--- config.mk ---
export PLATFORM = sky130hd
export DESIGN_NAME = csd_to_bin_flat
export DESIGN_NICKNAME = d
export VERILOG_FILES = /design/src/rtl/csd_pkg.sv /design/src/rtl/csd_to_bin_if.sv /design/src/rtl/csd_digit_split.sv /design/src/rtl/csd_to_bin.sv /design/src/flat_wrapper.sv
export SDC_FILE = /design/constraint.sdc
export NUM_CORES = 1
export LEC_CHECK = 0
export ABC_AREA = 1
export ABC_CLOCK_PERIOD_IN_PS = 3400
export CELL_PAD_IN_SITES_DETAIL_PLACEMENT = 2
export CELL_PAD_IN_SITES_GLOBAL_PLACEMENT = 2
export CORE_MARGIN = 2
export CORE_UTILIZATION = 25
export CTS_CLUSTER_SIZE = 10
export DETAILED_ROUTE_END_ITERATION = 10
export GPL_TIMING_DRIVEN = 0
export PLACE_DENSITY = 0.83
export SYNTH_ARGS = -nofsm -noshare
export SYNTH_HDL_FRONTEND = slang
export SYNTH_SLANG_ARGS = --single-unit
--- constraint.sdc ---
create_clock -name clk -period 3.4 [get_ports clk]
set_clock_uncertainty 0.2 [all_clocks]
set_input_delay 0.68 -clock clk [delete_from_list [all_inputs] [get_ports clk]]
set_output_delay 0.68 -clock clk [all_outputs]
set_load 0.1 [all_outputs]
--- src/rtl/csd_pkg.sv ---
// csd_pkg: shared CSD digit codes and digit type
package csd_pkg;
  typedef logic [1:0] csd_digit_t;
  localparam csd_digit_t CSD_0   = 2'b00;
  localparam csd_digit_t CSD_P1  = 2'b01;
  localparam csd_digit_t CSD_M1  = 2'b10;
  localparam csd_digit_t CSD_ILL = 2'b11;
endpackage

--- src/rtl/csd_to_bin_if.sv ---
// csd_to_bin_if: sample/result bundle between a CSD source and the converter
interface csd_to_bin_if #(parameter int W = 5);
  logic           ena;
  logic [2*W-1:0] x;
  logic [W-1:0]   y;
  logic           y_vld;
  logic           err;
  logic           ovf;
  modport master (output ena, x, input y, y_vld, err, ovf);
  modport slave  (input ena, x, output y, y_vld, err, ovf);
endinterface

--- src/rtl/csd_digit_split.sv ---
// csd_digit_split: decode CSD digits into +1/-1/illegal masks (adjacency mask with CSD_TO_BIN_CANON_CHECK_EN)
module csd_digit_split
  import csd_pkg::*;
#(
  parameter int W = 5
) (
  input  logic [2*W-1:0] x,
  output logic [W-1:0]   p,
  output logic [W-1:0]   n,
`ifdef CSD_TO_BIN_CANON_CHECK_EN
  output logic [W-1:0]   adj,
`endif
  output logic [W-1:0]   ill
);
  for (genvar g = 0; g < W; g++) begin : g_dig
    csd_digit_t d;
    assign d      = x[2*g+1:2*g];
    assign p[g]   = d == CSD_P1;
    assign n[g]   = d == CSD_M1;
    assign ill[g] = d == CSD_ILL;
  end
`ifdef CSD_TO_BIN_CANON_CHECK_EN
  assign adj = (p | n) & ((p | n) >> 1);
`endif
endmodule

--- src/rtl/csd_to_bin.sv ---
// csd_to_bin: registered CSD-to-two's-complement converter with err/ovf flags (optional CSD_TO_BIN_CANON_CHECK_EN)
module csd_to_bin #(
  parameter int W = 5
) (
  input logic        clk,
  input logic        rst,
  csd_to_bin_if.slave bus
);
  logic [W-1:0] p, n, ill;
  logic [W:0]   v;
  logic         bad;
  logic [W-1:0] y_d, y_q;
  logic         y_vld_d, y_vld_q, err_d, err_q, ovf_d, ovf_q;
`ifdef CSD_TO_BIN_CANON_CHECK_EN
  logic [W-1:0] adj;
  csd_digit_split #(.W(W)) u_split (.x(bus.x), .p(p), .n(n), .adj(adj), .ill(ill));
  assign bad = |ill | |adj;
`else
  csd_digit_split #(.W(W)) u_split (.x(bus.x), .p(p), .n(n), .ill(ill));
  assign bad = |ill;
`endif
  assign v = {1'b0, p} - {1'b0, n};
  // next state: reset clears, ena loads a fresh conversion, otherwise hold
  always_comb begin
    y_d     = rst ? '0 : bus.ena ? v[W-1:0] : y_q;
    err_d   = rst ? 1'b0 : bus.ena ? bad : err_q;
    ovf_d   = rst ? 1'b0 : bus.ena ? v[W] ^ v[W-1] : ovf_q;
    y_vld_d = !rst && bus.ena;
  end
  // output registers
  always_ff @(posedge clk) begin
    y_q     <= y_d;
    err_q   <= err_d;
    ovf_q   <= ovf_d;
    y_vld_q <= y_vld_d;
  end
  assign bus.y     = y_q;
  assign bus.err   = err_q;
  assign bus.ovf   = ovf_q;
  assign bus.y_vld = y_vld_q;
endmodule

--- src/flat_wrapper.sv ---
// flat-port wrapper written by rule: the top's interface ports become plain ports
module csd_to_bin_flat 
#(
  parameter int W = 5
)
  (clk, rst, bus_ena, bus_x, bus_y, bus_y_vld, bus_err, bus_ovf);
  csd_to_bin_if #(.W(W)) bus_i ();
  input logic clk;
  input logic rst;
  input wire logic [$bits(bus_i.ena)-1:0] bus_ena;
  input wire logic [$bits(bus_i.x)-1:0] bus_x;
  output wire logic [$bits(bus_i.y)-1:0] bus_y;
  output wire logic [$bits(bus_i.y_vld)-1:0] bus_y_vld;
  output wire logic [$bits(bus_i.err)-1:0] bus_err;
  output wire logic [$bits(bus_i.ovf)-1:0] bus_ovf;
  assign bus_i.ena = bus_ena;
  assign bus_i.x = bus_x;
  assign bus_y = bus_i.y;
  assign bus_y_vld = bus_i.y_vld;
  assign bus_err = bus_i.err;
  assign bus_ovf = bus_i.ovf;
  csd_to_bin #(.W(W)) u_core (.clk(clk), .rst(rst), .bus(bus_i));
endmodule
==> summary.md <==
| Metric | Value |
|---|---|
| ANT cells | 0 |
| Pwr dens | 379 mW/mm² |
| Total setup buffers inserted after CTS | 0 |
| Max Buffers Root-to-Sink | 2 |
| Setup_tns | 0 ps |
| Initial Util | 26.1% |
| Post-route ant nets | 0 |
| Clk sinks | 8 |
| Commonest non-fill, non-tap cell in the layout | clkdlybuf4s50_1 |
| # setup viols final | 0 |
| Number of global-route vias before repair | 713 |
| Top delay family on crit path | buffers and inverters |
| Tightest Hold Check Type | reg2reg |
| DRC viols | 0 |
| CP arrival | 1740 ps |
| Layout cells sized above 1 | 6.14% |
| Slowest CP cell | clkdlybuf4s50_1 |
| Iter 0 DRT Violations | 4 |
| Die Span X | 54.4 µm |
| Crit start category | flop |
| P&R area growth vs syn | 39.4% |
| Count of different cell masters after synthesis | 18 |
| Top-area cell type share of the netlist area | 25.2% |
| GRT Overall Usage | 14.8% |
| Synth Instances | 92 |
| # nets final | 140 |
| Routed vias/inst | 4.47 |
| Final wirelength | 1.81 mm |
| Row cnt | 18 |
| Endpoints failing hold | 0 |
| Cts bufs inserted | 3 |
| Post-layout util | 36.4% |
| Leak | 0.452 nW |
| Clock Latency Late Sink | 250 ps |
| Syn_area_per_cell | 6.90 µm² |
| Worst-margin pin slew | 974 ps |
| Gpl congestion | 0.651 |
| TritonCTS clock tree | yes |
| Die area | 0.00296 mm² |
| TritonRoute pass-1 iters | 3 |
| RSZ-0062 raised after global routing | false |
| Clock root buffer | clkbuf_4 |
| Max Fanout on Critical Path | 2 |
| Max-slew headroom | 34.8% |
| Fin crit period | 2620 ps |
| Synth area leader | dfxtp_1 |
| Net Count, Synth | 116 |
| Chip height | 54.4 µm |
| Clock slew at reported path FFs | 50 ps |
| PostCTS Resize Cnt | 0 |
| Maximum VDD drop | 0.161 mV |
| Post-Syn Area | 634 µm² |
| CP cell instances | clkdlybuf4s50_1 |
| Max-slew violation count | 0 |
| WP buf/inv | 1 |
| IO buf count | 19 |
| Post-synthesis sequential area ratio | 25.2% |
| Io pins | 21 |
| Core Region | 0.00243 mm² |
| # hold bufs at CTS | 0 |
| Yosys warnings | 0 |
| Outcome | completed |
| Max-Cap Viols | 0 |
| Most frequent cells in the layout | clkdlybuf4s50_1, nand2_1, inv_1, nor2_1, ha_1 |
| Critical Path RT | 2520 ps |
| Initial antenna violation count | 0 |
| H-tree depth | 1 |
| DP HPWL | 1.59 mm |
| Crit. End Element | primary output |
| Routed wire per std cell | 12.5 µm |
| Critical setup path kind | reg2out |
| Yosys reg bits | 8 |
| Synth top area cells | dfxtp_1, ha_1, nand2_1 |
| Slowest stage delay, CP | 1140 ps |
| Grt ovf | 0 |
| Vias | 644 |
| First-pass GRT wire length | 3.06 mm |
| Period utilisation layout | 77.0% |
| Pin count of the biggest net entering global routing | 11 |
| Fmax | 382 MHz |
-- per-layer routing --
metal  up-vias  GRT usage, %  part of all wire, %
met4         0          7.50                 0.72
li1        330             -                    -
met5         -             0                    0
met3         2          2.46                  4.3
met1       297          14.7                   41
met2        15          28.9                   54
-- cells by family after synthesis --
logic type	count (synthesis)	share of synthesized area (%)
compound gates	9	7.89
buf+inv	18	12.2
simple gates	45	30.4
xor+xnor	1	1.38
fa+ha+maj	11	22.9
flops	8	25.2
-- cell type report --
class	instances	area, µm²
Clock buffer	3	22.5
Buffer	2	17.5
Tap cell	30	37.5
Multi-Input combinational cell	66	397
Inverter	16	60.1
Sequential cell	8	160
Fill cell	300	1550
Timing Repair Buffer	19	190
-- through the flow --
| stage | setup slack [ps] | instances | hold WS (ps) | cell area [µm²] | power (mW) |
|---|---|---|---|---|---|
| 2_1_floorplan | 1300 | 92 | 633 | 634 | 0.219 |
| 3_3_place_gp | 675 | 141 | 253 | 862 | 0.261 |
| 3_5_place_dp | 603 | 141 | 273 | 862 | 0.268 |
| 4_1_cts | 764 | 144 | 291 | 885 | 0.341 |
| 5_1_grt | 713 | 144 | 311 | 885 | 0.364 |
| 6_report | 783 | 144 | 282 | 885 | 0.335 |
-- registers in the layout, indices dropped and copies added, names as in the netlist --
| register | cells |
|---|---|
| u_core.bus.err | 1 |
| u_core.bus.ovf | 1 |
| u_core.bus.y | 5 |
| u_core.bus.y_vld | 1 |
-- worst paths after layout --
check	startpoint	end	slack [ps]	depth (start not counted)
setup / recovery	u_core.bus.y[1]	bus_y[1]	780	1
hold / removal	u_core.bus.y[0]	u_core.bus.y[0]	280	2
hold reg to reg	u_core.bus.y[0]	u_core.bus.y[0]	280	2
setup reg to reg	u_core.bus.y[4]	u_core.bus.y[4]	2510	4
-- power breakdown --
group	switching (mW)	internal (mW)	leakage [nW]	total, mW
logic	0.108	0.0498	0.372	0.158
clock network	0.0312	0.0403	0.0138	0.0716
registers	0.00367	0.102	0.0665	0.106
-- cells in the mapped netlist --
master    number
nor4_1         1
fa_1           1
o21ai_0        3
inv_1         16
xor2_1         1
dfxtp_1        8
nand3_1        7
a211oi_1       1
clkbuf_1       1
a21oi_1        4
nand2_1       17
nor3_1         1
ha_1          10
nand2_2        2
nand3_2        1
clkbuf_8       1
nor2_1        16
o21bai_1       1
No activity file was read; power rests on OpenSTA's default activity.
